### src/rtl/lamp_pkg.sv
// Shared types and helpers for the lamp ramp controller.
package lamp_pkg;

    localparam int unsigned LAMP_NUM_DEFAULT = 16;

    typedef enum logic [1:0] {
        IDLE      = 2'd0,
        RAMP_UP   = 2'd1,
        RAMP_DOWN = 2'd2
    } lamp_state_e;

    // Limit a requested lamp count to the number of physical lamps.
    function automatic int unsigned clamp_count(input int unsigned val,
                                                input int unsigned max_val);
        return (val > max_val) ? max_val : val;
    endfunction

endpackage

### src/rtl/lamp_thermo_encoder.sv
// Combinational count to thermometer-code encoder: bit i set iff i < count.
module lamp_thermo_encoder #(
    parameter int unsigned NUM_LAMPS = 16,
    parameter int unsigned CNT_W     = $clog2(NUM_LAMPS + 1)
) (
    input  logic [CNT_W-1:0]     count,
    output logic [NUM_LAMPS-1:0] thermo
);

    // One comparator per lamp position.
    always_comb begin
        thermo = '0;
        for (int unsigned i = 0; i < NUM_LAMPS; i++) begin
            thermo[i] = (32'(count) > i);
        end
    end

endmodule

### src/rtl/lamp_ramp_controller.sv
// Drives a thermometer-coded lamp bank toward a requested lit count,
// either instantly or one lamp per STEP_CYCLES clocks, with force-off.
module lamp_ramp_controller
    import lamp_pkg::*;
#(
    parameter int unsigned NUM_LAMPS   = LAMP_NUM_DEFAULT,
    parameter int unsigned CNT_W       = $clog2(NUM_LAMPS + 1),
    parameter int unsigned STEP_CYCLES = 4
) (
    input  logic                 clk,
    input  logic                 rst_n,
    input  logic [CNT_W-1:0]     target_count,
    input  logic                 target_valid,
    output logic                 target_ready,
    input  logic                 instant_mode,
    input  logic                 force_off,
    output logic [NUM_LAMPS-1:0] lights_state,
    output logic [CNT_W-1:0]     current_count,
    output logic                 busy,
    output logic                 done
);

    localparam int unsigned TMR_W = (STEP_CYCLES > 1) ? $clog2(STEP_CYCLES) : 1;
    localparam logic [TMR_W-1:0] TMR_RELOAD = TMR_W'(STEP_CYCLES - 1);
    localparam logic [CNT_W-1:0] CNT_ONE    = CNT_W'(1);

    lamp_state_e          state_q, state_n;
    logic [TMR_W-1:0]     timer_q, timer_n;
    logic [CNT_W-1:0]     target_q, target_n;
    logic [CNT_W-1:0]     count_n;
    logic                 done_n;
    logic [CNT_W-1:0]     tgt_clamped;
    logic [NUM_LAMPS-1:0] lights_n;
    logic                 accept;

    assign tgt_clamped = CNT_W'(clamp_count(32'(target_count), NUM_LAMPS));
    assign accept      = target_valid & target_ready;

    lamp_thermo_encoder #(
        .NUM_LAMPS (NUM_LAMPS),
        .CNT_W     (CNT_W)
    ) u_thermo (
        .count  (count_n),
        .thermo (lights_n)
    );

    // State, timer, latched target and all registered outputs.
    always_ff @(posedge clk or negedge rst_n) begin
        if (!rst_n) begin
            state_q       <= IDLE;
            timer_q       <= '0;
            target_q      <= '0;
            current_count <= '0;
            lights_state  <= '0;
            busy          <= 1'b0;
            done          <= 1'b0;
            target_ready  <= 1'b1;
        end else begin
            state_q       <= state_n;
            timer_q       <= timer_n;
            target_q      <= target_n;
            current_count <= count_n;
            lights_state  <= lights_n;
            busy          <= (state_n != IDLE);
            done          <= done_n;
            target_ready  <= (state_n == IDLE) & ~force_off;
        end
    end

    // Next-state logic: force-off first, then request handling and stepping.
    always_comb begin
        state_n  = state_q;
        timer_n  = timer_q;
        target_n = target_q;
        count_n  = current_count;
        done_n   = 1'b0;

        if (force_off) begin
            state_n = IDLE;
            timer_n = '0;
            count_n = '0;
        end else begin
            case (state_q)
                IDLE: begin
                    if (accept && (tgt_clamped != current_count)) begin
                        if (instant_mode) begin
                            count_n = tgt_clamped;
                            done_n  = 1'b1;
                        end else begin
                            state_n  = (tgt_clamped > current_count) ? RAMP_UP : RAMP_DOWN;
                            timer_n  = TMR_RELOAD;
                            target_n = tgt_clamped;
                        end
                    end
                end
                RAMP_UP, RAMP_DOWN: begin
                    if (timer_q == '0) begin
                        count_n = (state_q == RAMP_UP) ? (current_count + CNT_ONE)
                                                       : (current_count - CNT_ONE);
                        timer_n = TMR_RELOAD;
                        if (count_n == target_q) begin
                            state_n = IDLE;
                            timer_n = '0;
                            done_n  = 1'b1;
                        end
                    end else begin
                        timer_n = timer_q - TMR_W'(1);
                    end
                end
                default: begin
                    state_n = IDLE;
                    timer_n = '0;
                end
            endcase
        end
    end

endmodule

### config.mk
export PLATFORM = sky130hd
export DESIGN_NAME = lamp_ramp_controller
export DESIGN_NICKNAME = d
export VERILOG_FILES = /design/src/rtl/lamp_pkg.sv /design/src/rtl/lamp_thermo_encoder.sv /design/src/rtl/lamp_ramp_controller.sv
export SDC_FILE = /design/constraint.sdc
export NUM_CORES = 1
export LEC_CHECK = 0
export CORE_ASPECT_RATIO = 0.8
export CORE_MARGIN = 10
export CORE_UTILIZATION = 45
export CTS_CLUSTER_SIZE = 10
export DETAILED_ROUTE_END_ITERATION = 8
export PLACE_DENSITY = 0.69
export RECOVER_POWER = 50
export SLEW_MARGIN = 20
export SYNTH_ARGS = -nofsm -noshare
export SYNTH_HDL_FRONTEND = slang
export SYNTH_SLANG_ARGS = --single-unit
### constraint.sdc
create_clock -name clk -period 2.53 [get_ports clk]
set_input_delay 0.6325 -clock clk [delete_from_list [all_inputs] [get_ports clk]]
set_output_delay 0.6325 -clock clk [all_outputs]
set_load 0.01 [all_outputs]
==> flow_metrics.tcl, run 1 <==
set metrics [dict create \
    drtPass1Iterations 4 \
    synth_cell_types 57 \
    root_buffer "clkbuf_8" \
    startpoint "state_q[1]" \
    antenna_found_initial 0 \
    drtIter0Drc 213 \
    finalSetupViolCount 4 \
    coreArea_um2 4230 \
    die_h_um 79.4 \
    combPwrFrac_pct 46.7 \
    cap_violations 0 \
    holdWs_ns 0.535 \
    cts_htree_levels 2 \
    clock_latency_ns 0.29 \
    totalPowerFinal_mw 2.25 \
    p_clk_share_pct 22.7 \
    regArea_um2 827 \
    wire_per_inst_um 18.2 \
    num-fill-cells 276 \
    setup_ws_ns -0.0517 \
    grt_max_degree 34 \
    critPathCaptureType "flip-flop" \
    finalMaxSlewViolations 0 \
    hp-class "reg -> reg" \
    worstMarginPinSlew_ns 0.789 \
    worst-r2r-cell-count 11 \
    synth_top_area_share_pct 40.4 \
    cts_tree "yes" \
    drt-vias-per-instance 5.68 \
    cts_inserted_buffers 5 \
    dp_hpwl_mm 4.05 \
    n_antenna_cell 0 \
    rsz0062_at_grt "yes" \
    dieArea_um2 7480 \
    violations "setup timing" \
    nNetsFinal 307 \
    period_share_pct 102 \
    max-slew-margin-rel_pct 47.4 \
    synth_seq_cells 33 \
    synth-async-reset-ratio_pct 100 \
    ir_worst_vdd_v 0.000485 \
    syn_area_per_cell_um2 9.86 \
    clkTransAtPathRegs_ns 0.06 \
    slowest_stage "dfrtp_1" \
    p_seq_share_pct 30.7 \
    path_class "reg -> reg" \
    worstPathCellList "inv_2 > ha_4 > inv_4 > fa_2 > a21o_1 > a21oi_2 > xnor2_2 > xnor2_1 > nand4b_1 > a22o_1 > a32o_2" \
    postCtsHoldBufs 0 \
    layout_common_cells "47 x buf_4, 32 x dfrtp_1, 27 x clkdlybuf4s50_1, 14 x nand2_1, 11 x inv_1" \
    netlist_instances 201 \
    synth_edf_count 0 \
    fmax_mhz 387 \
    required_ns 2.71 \
    switching_share_pct 33.6 \
    status "finished, violations left" \
    setup_tns_ns -0.119 \
    grt_overflow 0 \
    rrSetupSlack_ns -0.05 \
    ant_nets 0 \
    area_delta_synth_final_pct 59.4 \
    p_int_mw 1.50 \
    cp_max_fo 3 \
    cts_sinks 33 \
    drive_above_1_share_pct 42.7 \
    port_buffers 33 \
    globalplace.congestion 0.898 \
    grt_pass1_vias 1929 \
    max_stage_delay_ns 0.40 \
    rows 21 \
    netSwitchingPower_uw 758 \
    reg2reg_to "state_q[1]" \
    r2r-start "state_q[1]" \
    totalWireLength_mm 6.29 \
    holdCritStartpoint "target_q[4]" \
    pin_count 34 \
    finalCriticalPeriod_ns 2.58 \
    power_leakage_nw 1.44 \
    fin_area_um2 3160 \
    vias 1959 \
    yosysTopAreaCell "dfrtp_1" \
    synth-main-ff-cell "dfrtp_1" \
    post-place-ws_ns -0.544 \
    critical_path.startpoint_type "flip-flop" \
    skew_ns 0.00632 \
    die_w_um 94.2 \
    drc_errors 0 \
    start_util_pct 46.9 \
    grt_usage_pct 16.0 \
    yosysSeqAreaShare_pct 41.7 \
    cp_data_arrival_time_ns 2.76 \
    hold_viol 0 \
    final_util_pct 74.7 \
    grt_pass1_wl_mm 9.60 \
    final-instance-count-excl-fill 345 \
    dp_cells 324 \
    syn-num-nets 221 \
    placed_cell_area_um2 2650 \
    multi_input_area_um2 1370 \
    synth_warnings 0 \
    power_density_nw_per_um2 713 \
    synthTopCellsByArea "dfrtp_1 40%, ha_1 5.7%, nand2_1 3.8%" \
    synthesis.area_um2 1980 \
    clk_path_buf_depth 2 \
    crit_end "state_q[1]" \
    final_common_cell "buf_4" \
]
==> cells by family (layout without fill, tap and decap cells) <==
group	Yosys count	in the layout	synth area share [%]
XOR/XNOR	11	11	5.62
buffers and inverters	21	107	4.10
AO/OA/AOI/OAI	57	58	21.0
multiplexers	9	9	4.86
AND/OR/NAND/NOR	60	60	16.0
flip-flops	33	33	41.7
adder cells (fa/ha/maj)	10	10	6.69
==> synth_stat cells, types with 2 or more instances <==
cell type   n
or3_1       2
and2b_1     3
a21o_1      4
buf_2       2
nor4_1      2
o31ai_1     2
mux2i_1     4
xnor2_1     6
nor2_1      9
nor3_1      6
a221oi_1    2
nand2_1    20
a2bb2oi_1   2
or2_1       2
o21a_1      2
dfrtp_1    32
o21ai_1     6
a21oi_1     8
o32ai_1     2
nand3_1     5
inv_1      15
a22o_1      2
mux2_2      5
xnor2_2     2
a32o_1      2
o21ai_0    10
clkbuf_1    4
xor2_1      3
ha_1        9
==> worst max-delay path, delay by kind of cell (launching register included) <==
| kind | cells | cell delay (ns) |
|---|---|---|
| DFF | 1 | 0.40 |
| and+or+nand+nor | 1 | 0.20 |
| AOI/OAI and AO/OA | 4 | 0.86 |
| xor gates and xnor gates | 2 | 0.33 |
| adders and majority gates | 2 | 0.54 |
| buffers and inverters | 2 | 0.13 |
==> state kept, by name (all words and copies together), names as in the netlist <==
| name | cells |
|---|---|
| lights_state | 16 |
| target_ready | 1 |
| busy | 1 |
| done | 1 |
| target_q | 5 |
| timer_q | 2 |
| current_count | 5 |
| state_q | 2 |
==> power groups by stage <==
| stage | registers (mW) | logic [mW] | clock network [mW] |
|---|---|---|---|
| floorplan | 0.733 | 0.409 | 0 |
| global placement | 0.695 | 0.806 | 0 |
| detailed placement | 0.697 | 0.810 | 0 |
| CTS | 0.689 | 0.902 | 0.511 |
| global route | 0.700 | 1.14 | 0.545 |
| finish | 0.691 | 1.05 | 0.511 |
==> how the worst min path moves through the flow <==
stage | end | slack (ns) | cells past startpoint
3_5_place_dp | target_q[2] | 0.52 | 1
4_1_cts | target_q[2] | 0.54 | 1
5_1_grt | target_q[2] | 0.55 | 1
6_report | target_q[4] | 0.54 | 1
3_3_place_gp | target_q[2] | 0.52 | 1
2_1_floorplan | busy | 0.34 | 0
==> cell type report <==
| cell class | count | share of cell area, % |
|---|---|---|
| clock buffers | 7 | 2.73 |
| clock inverters | 1 | 0.950 |
| inverters | 15 | 1.86 |
| multi-input cells | 148 | 43.4 |
| flip-flops and latches | 33 | 26.2 |
| well taps | 57 | 2.26 |
| repair buffers | 84 | 22.6 |
==> repair_timing <==
| action | in CTS | in global routing |
|---|---|---|
| gates resized for setup | 28 | 42 |
| buffers inserted | 5 | 8 |
| gates cloned | 1 | 0 |
| pin swaps | 16 | 24 |
| hold endpoints to repair | 0 | 0 |
| endpoints found under the setup margin | 29 | 25 |
==> metal layers <==
layer	routed length, um	part of all wire [%]	GRT usage [%]	vias up
met2	3020	48	24.9	68
li1	-	-	-	901
met5	0	0	0	-
met4	127	2.0	3.48	0
met3	517	8.2	6.58	16
met1	2620	42	20.2	974
(Power assumes the default switching activity.)
==> run 2: changes to the inputs <==
--- a/config.mk
+++ b/config.mk
@@ -10,7 +10,7 @@
 export CORE_UTILIZATION = 45
 export CTS_CLUSTER_SIZE = 10
 export DETAILED_ROUTE_END_ITERATION = 8
-export PLACE_DENSITY = 0.69
+export PLACE_DENSITY = 0.82
 export RECOVER_POWER = 50
 export SLEW_MARGIN = 20
 export SYNTH_ARGS = -nofsm -noshare
==> flow_metrics.tcl, run 2 (synthesized netlist as in run 1, its figures left out) <==
set metrics [dict create \
    status "finished, violations left" \
    violations "setup timing" \
    clk_path_buf_depth 2 \
    rrSetupSlack_ns 0.02 \
    totalPowerFinal_mw 2.20 \
    grt_pass1_vias 1887 \
    p_clk_share_pct 23.1 \
    worstMarginPinSlew_ns 0.813 \
    drtIter0Drc 329 \
    grt_usage_pct 16.3 \
    power_density_nw_per_um2 721 \
    drt-vias-per-instance 6.08 \
    coreArea_um2 4230 \
    fin_area_um2 3050 \
    hold_viol 0 \
    dp_cells 323 \
    n_antenna_cell 0 \
    min_to "target_q[2]" \
    finalMaxSlewViolations 0 \
    holdWs_ns 0.537 \
    post-place-ws_ns -0.575 \
    start_util_pct 46.9 \
    drive_above_1_share_pct 38.0 \
    cts_htree_levels 2 \
    grt_overflow 0 \
    ir_worst_vdd_v 0.000447 \
    gr-usage-met2_pct 25.2 \
    dieArea_um2 7480 \
    nNetsFinal 295 \
    dp_hpwl_mm 4.26 \
    critPathCaptureType "flip-flop" \
    top_register "lights_state" \
    final_util_pct 72.1 \
    netSwitchingPower_uw 779 \
    rsz0062_at_grt "yes" \
    globalplace.congestion 0.947 \
    root_buffer "clkbuf_8" \
    p_int_mw 1.42 \
    reg.largest.list "lights_state x16, current_count x5, target_q x5" \
    cp_max_fo 8 \
    use_met1_pct 21.3 \
    area_delta_synth_final_pct 53.9 \
    die_h_um 79.4 \
    totalWireLength_mm 6.57 \
    hp-class "reg -> reg" \
    critical_path.startpoint_type "input port" \
    reg2reg_to "lights_state[8]" \
    combPwrFrac_pct 45.6 \
    finalSetupViolCount 2 \
    final_common_cell "buf_4" \
    port_buffers 33 \
    worst-r2r-cell-count 12 \
    holdCritStartpoint "target_q[2]" \
    pin_count 34 \
    drtPass1Iterations 6 \
    ant_nets 0 \
    cts_tree "yes" \
    fmax_mhz 392 \
    p_seq_share_pct 31.3 \
    drc_errors 0 \
    switching_share_pct 35.4 \
    max_stage_delay_ns 0.34 \
    grt_pass1_wl_mm 9.70 \
    max-slew-margin-rel_pct 45.8 \
    placed_cell_area_um2 2640 \
    r2r-start "state_q[1]" \
    setup_ws_ns -0.0207 \
    clkTransAtPathRegs_ns 0.07 \
    cap_violations 0 \
    cts_inserted_buffers 5 \
    grt_busiest_layer "met2" \
    finalCriticalPeriod_ns 2.55 \
    worstPathCellList "dlygate4sd2_1 > and2b_2 > inv_2 > ha_4 > nand3_4 > nor3_4 > nor2_1 > a31oi_1 > a41o_4 > nand2b_1" \
    setup_tns_ns -0.0280 \
    vias 2025 \
    cts_sinks 33 \
    final-instance-count-excl-fill 333 \
    grt_max_degree 34 \
    path_class "in -> reg" \
    slowest_stage "a41o_4" \
    layout_common_cells "36 x buf_4, 32 x dfrtp_1, 23 x clkdlybuf4s50_1, 20 x nand2_1, 11 x inv_1" \
    postCtsHoldBufs 0 \
    use_met3_pct 4.98 \
    clock_latency_ns 0.30 \
    required_ns 2.71 \
    die_w_um 94.2 \
    rows 21 \
    antenna_found_initial 0 \
    wire_per_inst_um 19.7 \
    period_share_pct 101 \
    hold_path_depth 1 \
    largest_register_ffs 16 \
    skew_ns 0.00630 \
    power_leakage_nw 1.41 \
    cp_data_arrival_time_ns 2.73 \
]
[run 2: layout make-up]
type                    count  area [um^2]
clock buffers               5         68.8
repair buffers             73          639
inverters                  15         58.8
multi-input cells         147         1340
clock inverters             3         46.3
flip-flops and latches     33          827
well taps                  57         71.3
fillers                   277         1180
[run 2: worst max path at each step]
stage,to,startpoint,slack (ns),cells after the start
detailed placement,target_q[1],target_count[4],-0.57,8
finish,lights_state[3],target_count[4],-0.02,10
global placement,target_q[2],target_count[4],-0.50,8
floorplan,state_q[1],state_q[1],0.007,11
global route,state_q[0],state_q[1],-0.09,11
CTS,state_q[0],state_q[1],0.008,12
[run 2: power groups by stage]
| stage | Clock, mW | Sequential, mW | Combinational (mW) |
|---|---|---|---|
| after floorplan | 0 | 0.733 | 0.409 |
| after global placement | 0 | 0.692 | 0.803 |
| after detailed placement | 0 | 0.696 | 0.826 |
| after CTS | 0.507 | 0.688 | 0.923 |
| after global routing | 0.537 | 0.699 | 1.07 |
| final | 0.509 | 0.688 | 1.00 |
[run 2: routing by layer]
metal / share of wire, % / vias up
li1: - / 877
met1: 39 / 950
met2: 46 / 153
met3: 10 / 45
met4: 4.3 / 0
met5: 0 / -
[run 2: worst max-delay path: cells and delay by family]
family          cells  cell delay, ns
compound gates      2            0.65
buf+inv             2            0.31
fa+ha+maj           1            0.28
simple gates        5            0.84
[run 2: timing repair]
action	in CTS	in global routing
endpoints found under the setup margin	31	26
resized for setup	34	26
pin swaps	17	19
buffers inserted	1	1
==> run 3: changes to the inputs <==
--- a/config.mk
+++ b/config.mk
@@ -10,6 +10,7 @@
 export CORE_UTILIZATION = 45
 export CTS_CLUSTER_SIZE = 10
 export DETAILED_ROUTE_END_ITERATION = 8
+export HOLD_SLACK_MARGIN = 0.1
 export PLACE_DENSITY = 0.82
 export RECOVER_POWER = 50
 export SLEW_MARGIN = 20
==> constraint.sdc (replaced) <==
create_clock -name clk -period 2.53 [get_ports clk]
set_input_delay 0.6325 -clock clk [delete_from_list [all_inputs] [get_ports clk]]
set_output_delay 0.6325 -clock clk [all_outputs]
set_load 0.02 [all_outputs]
==> flow_metrics.tcl, run 3 (synthesized netlist as in run 1, its figures left out) <==
set metrics [dict create \
    grt_overflow 0 \
    n_antenna_cell 0 \
    grt_usage_pct 16.4 \
    clkTransAtPathRegs_ns 0.08 \
    die_h_um 79.4 \
    fmax_mhz 383 \
    post-place-ws_ns -0.585 \
    area_delta_synth_final_pct 57.3 \
    setup_ws_ns -0.0829 \
    critPathCaptureType "flip-flop" \
    die_w_um 94.2 \
    dieArea_um2 7480 \
    slowest_stage "dfrtp_1" \
    vias 2003 \
    drt-vias-per-instance 5.93 \
    worstPathCellList "inv_2 > ha_4 > inv_6 > fa_2 > xnor2_1 > buf_4 > o31ai_4 > a221oi_2 > buf_4 > a211oi_4 > buf_6 > buf_4 > nor3_4 > o21ai_1" \
    final_common_cell "buf_4" \
    cp_max_fo 5 \
    power_density_nw_per_um2 754 \
    power_leakage_nw 1.44 \
    clock_latency_ns 0.30 \
    drc_errors 0 \
    drtPass1Iterations 4 \
    drive_above_1_share_pct 39.5 \
    cts_tree "yes" \
    cts_htree_levels 2 \
    layout_common_cells "38 x buf_4, 32 x dfrtp_1, 24 x clkdlybuf4s50_1, 20 x nand2_1, 11 x inv_1" \
    top_register "lights_state" \
    reg.largest.list "lights_state x16, current_count x5, target_q x5" \
    finalMaxSlewViolations 0 \
    wire_per_inst_um 20.8 \
    drtIter0Drc 319 \
    violations "setup timing" \
    cts_inserted_buffers 5 \
    rsz0062_at_grt "yes" \
    max_stage_delay_ns 0.40 \
    crit_top_cell "buf_4" \
    grt_pass1_vias 1969 \
    required_ns 2.71 \
    grt_max_degree 34 \
    clk_path_buf_depth 2 \
    start_util_pct 46.9 \
    finalCriticalPeriod_ns 2.61 \
    antenna_found_initial 0 \
    totalWireLength_mm 7.02 \
    nNetsFinal 300 \
    grt_pass1_wl_mm 9.92 \
    ant_nets 0 \
    dp_hpwl_mm 4.32 \
    cts_sinks 33 \
    setup_tns_ns -0.424 \
    critical_path.startpoint_type "flip-flop" \
    crit_family "buffers and inverters" \
    period_share_pct 103 \
    globalplace.congestion 0.931 \
    hp-class "reg -> reg" \
    pin_count 34 \
    rows 21 \
    cap_violations 0 \
    max-slew-margin-rel_pct 45.2 \
    coreArea_um2 4230 \
    skew_ns 0.0113 \
    path_class "reg -> reg" \
    finalSetupViolCount 9 \
    hold_viol 0 \
    ir_worst_vdd_v 0.000533 \
    status "finished, violations left" \
    cp_data_arrival_time_ns 2.80 \
    root_buffer "clkbuf_8" \
    crit_buf_inv 6 \
    worstMarginPinSlew_ns 0.822 \
    port_buffers 33 \
    largest_register_ffs 16 \
]
==> run 3: path summary, 6_finish.rpt <==
kind,start,to,slack (ns),cells past startpoint
max,state_q[1],lights_state[8],-0.08,14
min,target_q[1],target_q[1],0.54,1
max reg2reg,state_q[1],lights_state[8],-0.08,14
min reg2reg,target_q[1],target_q[1],0.54,1
max in group asynchronous,rst_n,target_q[2],1.06,2
min in group asynchronous,rst_n,lights_state[13],0.95,2
==> run 3: stage by stage <==
| stage | instance area [um^2] | std cells | power (mW) | utilization (%) | hold slack, ns |
|---|---|---|---|---|---|
| after global placement | 2650 | 324 | 1.56 | 62.7 | 0.522 |
| after detailed placement | 2650 | 324 | 1.58 | 62.7 | 0.525 |
| final | 3120 | 338 | 2.35 | 73.7 | 0.541 |
| after floorplan | 1980 | 201 | 1.20 | - | 0.337 |
| after CTS | 2920 | 335 | 2.16 | 69.0 | 0.542 |
| after global routing | 3120 | 338 | 2.45 | 73.7 | 0.562 |
==> run 3: worst register-to-register path: stages (launching register included) <==
cell and delay, ns:
dfrtp_1 0.40, inv_2 0.08, ha_4 0.17, inv_6 0.05
fa_2 0.35, xnor2_1 0.14, buf_4 0.17, o31ai_4 0.06
a221oi_2 0.33, buf_4 0.19, a211oi_4 0.04, buf_6 0.14
buf_4 0.16, nor3_4 0.14, o21ai_1 0.08
==> run 3: layout make-up <==
cell class / count / area, um^2
Multi-Input combinational cell: 147 / 1340
Fill cell: 265 / 1110
Sequential cell: 33 / 827
Timing Repair Buffer: 78 / 702
Tap cell: 57 / 71.3
Clock buffer: 5 / 68.8
Inverter: 15 / 61.3
Clock inverter: 3 / 46.3
==> run 3: what timing repair did <==
item / 4_1_cts / 5_1_grt
resized for setup: 29 / 36
setup endpoints to repair: 30 / 30
hold buffers: 0 / 0
setup buffers: 3 / 3
hold endpoints to repair: 0 / 0
pin swaps: 19 / 21
==> run 3: routing by layer <==
metal  share of wire [%]  GRT usage, %  routed length [um]
met1                  41          21.1                2850
met5                   0             0                   0
met2                  48          26.5                3380
met3                 7.3          4.14                 510
met4                 4.1          5.00                 286
==> run 3: report_power, final <==
| part | internal (mW) | total (mW) | switching (mW) |
|---|---|---|---|
| combinational | 0.548 | 1.14 | 0.596 |
| clock | 0.295 | 0.514 | 0.220 |
| sequential | 0.631 | 0.692 | 0.0610 |
